`src/rtl/jtag_bsr_chain_if.sv`:
```
// Boundary-scan chain bus: TAP-side cell controls plus the pin/core signal pairs
// that the chain sits between.
interface jtag_bsr_chain_if #(
  parameter int unsigned WIDTH = 8
);

  // TAP-side cell controls and serial return
  logic             bsr_tdi;
  logic             bsr_clk;
  logic             bsr_shift;
  logic             bsr_update;
  logic             bsr_mode;
  logic             bsr_tdo;

  // Pad and core sides of the boundary
  logic [WIDTH-1:0] pin_in;
  logic [WIDTH-1:0] core_in;
  logic [WIDTH-1:0] core_out;
  logic             core_oe;
  logic [WIDTH-1:0] pin_out;
  logic             pin_oe;

  // Driver of controls, pads and core outputs (TAP + surroundings)
  modport master (
    output bsr_tdi, bsr_clk, bsr_shift, bsr_update, bsr_mode,
    output pin_in, core_out, core_oe,
    input  bsr_tdo, core_in, pin_out, pin_oe
  );

  // The boundary-scan chain itself
  modport slave (
    input  bsr_tdi, bsr_clk, bsr_shift, bsr_update, bsr_mode,
    input  pin_in, core_out, core_oe,
    output bsr_tdo, core_in, pin_out, pin_oe
  );

endinterface

```
`src/rtl/jtag_bsr_chain.sv`:
```
// Boundary-scan register chain: input cells, output cells and one OE cell, each
// with capture/shift and update stages; test mode drives pins/core from update.
module jtag_bsr_chain #(
  parameter int unsigned WIDTH = 8
) (
  input  logic                  clk,
  input  logic                  rst_n,
  jtag_bsr_chain_if.slave       bus
);

  localparam int unsigned LEN    = 2 * WIDTH + 1;
  localparam int unsigned OE_BIT = 2 * WIDTH;

  logic [LEN-1:0] sr_q;
  logic [LEN-1:0] sr_d;
  logic [LEN-1:0] ur_q;
  logic [LEN-1:0] ur_d;

  // Cell enables: capture/shift on sr, update copies the pre-edge sr into ur
  always_comb begin
    sr_d = sr_q;
    ur_d = ur_q;
    if (bus.bsr_clk) begin
      if (bus.bsr_shift) begin
        sr_d = {bus.bsr_tdi, sr_q[LEN-1:1]};
      end else begin
        sr_d = {bus.core_oe, bus.core_out, bus.pin_in};
      end
    end
    if (bus.bsr_update) begin
      ur_d = sr_q;
    end
  end

  always_ff @(posedge clk or negedge rst_n) begin
    if (!rst_n) begin
      sr_q <= '0;
      ur_q <= '0;
    end else begin
      sr_q <= sr_d;
      ur_q <= ur_d;
    end
  end

  // Boundary muxes are combinational so a mode change acts in the same cycle
  assign bus.bsr_tdo = sr_q[0];
  assign bus.pin_out = bus.bsr_mode ? ur_q[OE_BIT-1:WIDTH] : bus.core_out;
  assign bus.pin_oe  = bus.bsr_mode ? ur_q[OE_BIT]         : bus.core_oe;
  assign bus.core_in = bus.bsr_mode ? ur_q[WIDTH-1:0]      : bus.pin_in;

endmodule

```
`src/flat_wrapper.sv`:
```
// flat-port wrapper written by rule: the top's interface ports become plain ports
module jtag_bsr_chain_flat 
#(
  parameter int unsigned WIDTH = 8
)
  (clk, rst_n, bus_bsr_tdi, bus_bsr_clk, bus_bsr_shift, bus_bsr_update, bus_bsr_mode, bus_pin_in, bus_core_out, bus_core_oe, bus_bsr_tdo, bus_core_in, bus_pin_out, bus_pin_oe);
  jtag_bsr_chain_if #(.WIDTH(WIDTH)) bus_i ();
  input  logic clk;
  input  logic rst_n;
  input wire logic [$bits(bus_i.bsr_tdi)-1:0] bus_bsr_tdi;
  input wire logic [$bits(bus_i.bsr_clk)-1:0] bus_bsr_clk;
  input wire logic [$bits(bus_i.bsr_shift)-1:0] bus_bsr_shift;
  input wire logic [$bits(bus_i.bsr_update)-1:0] bus_bsr_update;
  input wire logic [$bits(bus_i.bsr_mode)-1:0] bus_bsr_mode;
  input wire logic [$bits(bus_i.pin_in)-1:0] bus_pin_in;
  input wire logic [$bits(bus_i.core_out)-1:0] bus_core_out;
  input wire logic [$bits(bus_i.core_oe)-1:0] bus_core_oe;
  output wire logic [$bits(bus_i.bsr_tdo)-1:0] bus_bsr_tdo;
  output wire logic [$bits(bus_i.core_in)-1:0] bus_core_in;
  output wire logic [$bits(bus_i.pin_out)-1:0] bus_pin_out;
  output wire logic [$bits(bus_i.pin_oe)-1:0] bus_pin_oe;
  assign bus_i.bsr_tdi = bus_bsr_tdi;
  assign bus_i.bsr_clk = bus_bsr_clk;
  assign bus_i.bsr_shift = bus_bsr_shift;
  assign bus_i.bsr_update = bus_bsr_update;
  assign bus_i.bsr_mode = bus_bsr_mode;
  assign bus_i.pin_in = bus_pin_in;
  assign bus_i.core_out = bus_core_out;
  assign bus_i.core_oe = bus_core_oe;
  assign bus_bsr_tdo = bus_i.bsr_tdo;
  assign bus_core_in = bus_i.core_in;
  assign bus_pin_out = bus_i.pin_out;
  assign bus_pin_oe = bus_i.pin_oe;
  jtag_bsr_chain #(.WIDTH(WIDTH)) u_core (.clk(clk), .rst_n(rst_n), .bus(bus_i));
endmodule
```
`config.mk`:
```
export PLATFORM = sky130hd
export DESIGN_NAME = jtag_bsr_chain_flat
export DESIGN_NICKNAME = d
export VERILOG_FILES = /design/src/rtl/jtag_bsr_chain_if.sv /design/src/rtl/jtag_bsr_chain.sv /design/src/flat_wrapper.sv
export SDC_FILE = /design/constraint.sdc
export NUM_CORES = 1
export LEC_CHECK = 0
export ABC_AREA = 1
export CAP_MARGIN = 20
export CORE_MARGIN = 2
export CORE_UTILIZATION = 45
export DETAILED_ROUTE_END_ITERATION = 10
export HOLD_SLACK_MARGIN = 0.15
export PLACE_DENSITY = 0.76
export SKIP_CTS_REPAIR_TIMING = 1
export SLEW_MARGIN = 20
export SYNTH_ARGS = -nofsm -noshare
export SYNTH_HDL_FRONTEND = slang
export SYNTH_SLANG_ARGS = --single-unit
```
`constraint.sdc`:
```
create_clock -name clk -period 0.9 [get_ports clk]
set_clock_uncertainty 0.2 [all_clocks]
set_input_delay 0.18 -clock clk [delete_from_list [all_inputs] [get_ports clk]]
set_output_delay 0.18 -clock clk [all_outputs]
set_load 0.01 [all_outputs]
```
==> results.toml, run 1 <==
[cts]
cts_inserted_buffers = 5
cts_tree = "yes"
h-tree-depth = 2
clock_latency_ns = 0.30
clock-sinks = 34
clockBufferDepth = 2
clk_pin_slew_worst_paths_ns = 0.07
cts_root_buf = "clkbuf_8"

[place]
place_area_um2 = 2420
io_buffer_count = 41
gp_congestion = 0.742
post-place-cells = 339
dpl.hpwl_um = 2530
place_ws_ns = -1.08

[detailed_routing]
drcViolationCount = 0
drt-initial-drc-count = 113
num_vias = 1865
ant_nets = 0
wirelength_um = 5250
via_per_inst = 5.04
detail_route.wl_per_cell_um = 14.2
dr.pass1.iters = 4

[setup_path]
critical_path.startpoint_type = "flop"
critPathMaxFanout = 2
critical_path_class = "reg -> out"
crit_end = "bus_core_in[4]"
reg2reg_to = "u_core.ur_q[16]"
r2r_cells = 3
reg2reg_slack_ns = -0.09
required_ns = 0.52
end_kind = "output pin"
cp-startpoint = "u_core.ur_q[4]"
cp.arrival_ns = 0.98
timing.rr.start = "u_core.ur_q[16]"

[sta]
rsz0062_at_grt = "yes"
finalCritPeriodShare_pct = 152
drv_slew = 0
max_freq_mhz = 733
fin_ws_ns = -0.465
worstMarginPinSlew_ns = 0.258
period_minus_slack_ns = 1.36
slew_headroom_pct = 82.8
setup_viol = 44
finalHoldViolations = 0

[global_route]
gr-total-overflow = 0
grtUsageMet2_pct = 30.4
grt-busiest-layer = "met2"
grt_max_degree = 35
antenna_found_initial = 0
track_usage_pct = 18.8
gr-usage-met3_pct = 4.67
use_met1_pct = 23.9
grt_pass1_wl_um = 6380
grt_pass1_vias = 1457

[finish]
postLayoutCellArea_um2 = 2880
fin_util_pct = 73.5
layout.nets = 343
area.growth.synth_to_final_pct = 59.5
antenna_cells = 0
drive_above_1_share_pct = 48.4
fin_cells = 370

[power_and_ir_drop]
leakage_nw = 1.63
power_density_nw_per_um2 = 1510
power_mw = 4.33
ir_drop_mv = 1.06

[logic_synthesis]
avgSynthCellArea_um2 = 7.61
syn-num-nets = 261
synthTopCellsByArea = "dfrtp_1, nand2_1, inv_1, a21oi_1, nand2_2"
yosysMostFrequentCell = "nand2_1"
synth_edf_count = 0
yosys.area.top_type = "dfrtp_1"
synth_warnings = 0
async_flop_share_pct = 100
mappedNetlistArea_um2 = 1800
synth_top_cell_area_share_pct = 47.2
synth_flop_cell = "dfrtp_1"
synth_cell_type_count = 16
synthCells = 237
ys_seq_elements = 34
seq_area_frac_synth_pct = 47.2
synth_common_cells = "nand2_1, inv_1, dfrtp_1"

[worst_hold_path]
hold_class = "in -> async"

[die]
rows = 23
ioPinCount = 42
die_w_um = 67.3
die-area_um2 = 4530
start_util_pct = 46.1
die_y_um = 67.3
core_area_um2 = 3910

[outcome]
status = "finished, violations left"
violations = "negative setup slack"

[flow_run]
maxCapViolations = 0
==> where the power goes <==
group | total (mW) | internal, mW | leakage, nW | switching [mW]
Sequential | 1.86 | 1.72 | 0.400 | 0.138
Clock | 1.21 | 0.617 | 0.0482 | 0.593
Combinational | 1.26 | 0.635 | 1.18 | 0.628
Total | 4.33 | 2.97 | 1.63 | 1.36
==> cells in the final DEF (no fill, tap or decap) <==
| master | netlist | layout |
|---|---|---|
| a21oi_1 | 16 | 7 |
| nand3_2 | 6 | 11 |
| dlymetal6s2s_1 | 0 | 21 |
| nand2_2 | 10 | 25 |
| o21ai_2 | 0 | 2 |
| buf_12 | 1 | 7 |
| clkbuf_16 | 0 | 2 |
| nor2_2 | 0 | 2 |
| buf_4 | 3 | 29 |
| inv_4 | 1 | 1 |
| dfrtp_1 | 34 | 34 |
| buf_2 | 5 | 16 |
| clkinv_2 | 0 | 1 |
| clkbuf_1 | 0 | 1 |
| inv_16 | 0 | 1 |
| a21oi_2 | 0 | 9 |
| nor2_4 | 0 | 4 |
| clkbuf_2 | 0 | 2 |
| buf_6 | 4 | 9 |
| clkdlybuf4s50_1 | 0 | 2 |
| nand2_1 | 76 | 61 |
| nand3_1 | 11 | 6 |
| inv_2 | 0 | 28 |
| nor2_1 | 16 | 10 |
| clkbuf_8 | 0 | 6 |
| inv_1 | 35 | 7 |
| o21ai_1 | 9 | 16 |
==> flip-flops by register name, summed over array words and instances (netlist names) <==
name / flops
u_core.ur_q: 17
u_core.sr_q: 17
==> worst max-delay path, cell delays in order (launching register included) <==
cell and delay [ns]:
dfrtp_1 0.41, nand2_1 0.10, o21ai_2 0.05, buf_2 0.13
==> logic make-up after synthesis <==
family,Yosys count,share of synthesized area [%]
AND/OR/NAND/NOR,119,29.0
buffers and inverters,50,14.4
flip-flops,34,47.2
AO/OA/AOI/OAI,34,9.44
==> area by class of cell <==
type	instances	area, µm²
Sequential cell	34	851
Inverter	37	158
Multi-Input combinational cell	153	832
Clock buffer	7	86.3
Tap cell	50	62.6
Clock inverter	1	5.00
Fill cell	287	1040
Timing Repair Buffer	88	882
==> routing by layer <==
metal	vias to the layer above	part of all wire (%)
met2	73	49
li1	883	-
met4	0	1.0
met5	-	0
met1	902	44
met3	7	6.2
==> metrics by stage <==
step / TNS (ns) / hold slack, ns
final: -8.40 / 0.0535
after global routing: -9.84 / 0.0690
after CTS: -24.88 / 0.0639
after detailed placement: -36.50 / 0.264
after global placement: -36.06 / 0.253
after floorplan: -0.574 / -0.316
==> worst min path at each step <==
stage / end / cells after the start / slack [ns] / start
after global placement: u_core.sr_q[7] / 2 / 0.25 / u_core.sr_q[7]
after floorplan: u_core.sr_q[0] / 0 / -0.32 / rst_n
after global routing: u_core.ur_q[14] / 2 / 0.07 / rst_n
final: u_core.ur_q[14] / 2 / 0.05 / rst_n
after detailed placement: u_core.sr_q[14] / 2 / 0.26 / u_core.sr_q[14]
after CTS: u_core.sr_q[10] / 2 / 0.06 / rst_n
(Power assumes the default switching activity.)
==> inputs of run 2 (changes only) <==
==> constraint.sdc (replaced) <==
create_clock -name clk -period 0.9 [get_ports clk]
set_clock_uncertainty 0.2 [all_clocks]
set_input_delay 0.225 -clock clk [delete_from_list [all_inputs] [get_ports clk]]
set_output_delay 0.225 -clock clk [all_outputs]
set_load 0.01 [all_outputs]
==> results.toml, run 2 (synthesis gave the netlist of run 1 again) <==
[setup_path]
critPathMaxFanout = 2
reg2reg_to = "u_core.ur_q[5]"
end_kind = "output pin"
cp-startpoint = "u_core.ur_q[4]"
critical_path_class = "reg -> out"
required_ns = 0.47
reg2reg_slack_ns = -0.12
timing.rr.start = "u_core.ur_q[5]"
critical_path.startpoint_type = "flop"
r2r_cells = 3
cp.arrival_ns = 0.96

[power_and_ir_drop]
power.share.switching_pct = 31.1
pwr-share-clk_pct = 25.5
power_frac_comb_pct = 33.0
netSwitchingPower_mw = 1.41
power_frac_seq_pct = 41.4
leakage_nw = 1.67
ir_drop_mv = 0.935
power_density_nw_per_um2 = 1440
internal-power_mw = 3.11

[finish]
layout.nets = 342
fin_util_pct = 80.3
fill_cells = 242
final_cell_mix = "nand2_1, nand2_2, dfrtp_1, inv_2, buf_4"
top_regs = "u_core.sr_q x17, u_core.ur_q x17"
area.growth.synth_to_final_pct = 74.3
postLayoutCellArea_um2 = 3140
seqCellArea_um2 = 851
antenna_cells = 0
final_common_cell = "nand2_1"
multi_input_area_um2 = 1030
drive_above_1_share_pct = 60.2

[worst_hold_path]
hold_class = "in -> async"

[global_route]
gr-total-overflow = 0
antenna_found_initial = 0
track_usage_pct = 19.4
grt_max_degree = 35
grt_pass1_wl_um = 6680
grt_pass1_vias = 1555

[flow_run]
maxCapViolations = 0

[detailed_routing]
wl_met1_um = 2250
ant_nets = 0
wl_met3_um = 188
detail_route.wl_per_cell_um = 14.0
dr.pass1.iters = 4
num_vias = 1840
wl_met2_um = 2620
wirelength_um = 5150
top_layer = "met4"
via_per_inst = 4.99
drcViolationCount = 0
drt-initial-drc-count = 81

[sta]
setup_viol = 41
period_minus_slack_ns = 1.39
finalHoldViolations = 0
rsz0062_at_grt = "yes"
finalCritPeriodShare_pct = 154
fin_ws_ns = -0.486
worstMarginPinSlew_ns = 0.191
drv_slew = 0
max_freq_mhz = 721
slew_headroom_pct = 87.3
final.setup.tns_ns = -9.09
whs_ns = 0.102

[place]
io_buffer_count = 41
gp_congestion = 0.756
dpl.hpwl_um = 2650
place_area_um2 = 2680

[cts]
clock-sinks = 34
clockBufferDepth = 2
clk_pin_slew_worst_paths_ns = 0.07
cts_root_buf = "clkbuf_8"
cts_inserted_buffers = 5
clock_latency_ns = 0.28
h-tree-depth = 2
cts_tree = "yes"

[die]
die-area_um2 = 4530
start_util_pct = 46.1
core_area_um2 = 3910
rows = 23
die_w_um = 67.3
die_y_um = 67.3
ioPinCount = 42

[outcome]
violations = "negative setup slack"
status = "finished, violations left"
## run 2: power groups by stage
stage | sequential (mW) | combinational [mW] | clock (mW)
floorplan | 1.85 | 0.706 | 0
global placement | 1.86 | 1.14 | 0
detailed placement | 1.87 | 1.16 | 0
CTS | 1.84 | 1.17 | 1.17
global route | 1.89 | 1.61 | 1.25
finish | 1.87 | 1.49 | 1.15
## run 2: stage by stage
step / setup WS, ns / total power [mW] / cells
2_1_floorplan: -0.0724 / 2.55 / 237
3_3_place_gp: -0.972 / 3.00 / 341
3_5_place_dp: -0.994 / 3.03 / 341
4_1_cts: -0.994 / 4.18 / 349
5_1_grt: -0.540 / 4.74 / 369
6_report: -0.486 / 4.51 / 369
## run 2: metal layers
| layer | vias to the layer above | track usage (%) |
|---|---|---|
| met4 | 0 | 6.89 |
| met5 | - | 0 |
| met1 | 891 | 24.6 |
| met2 | 55 | 33.3 |
| li1 | 886 | - |
| met3 | 8 | 3.50 |
## run 2: final cells by class
type	count	area share [%]
clock inverters	1	0.159
flip-flops and latches	34	27.1
multi-input cells	153	32.9
repair buffers	87	30.1
inverters	37	5.02
clock buffers	7	2.75
well taps	50	1.99
## run 2: how the worst max path moves through the flow
stage / slack [ns] / cells after the start / to
after floorplan: -0.07 / 6 / u_core.sr_q[16]
after global placement: -0.97 / 4 / bus_pin_out[7]
after detailed placement: -0.99 / 4 / bus_pin_out[7]
after CTS: -0.99 / 4 / bus_pin_out[7]
after global routing: -0.54 / 3 / bus_core_in[4]
final: -0.49 / 3 / bus_core_in[4]
## run 2: critical path: stages (launching register included)
cell     delay, ns
dfrtp_1       0.41
nand2_2       0.10
o21ai_4       0.06
buf_6         0.11
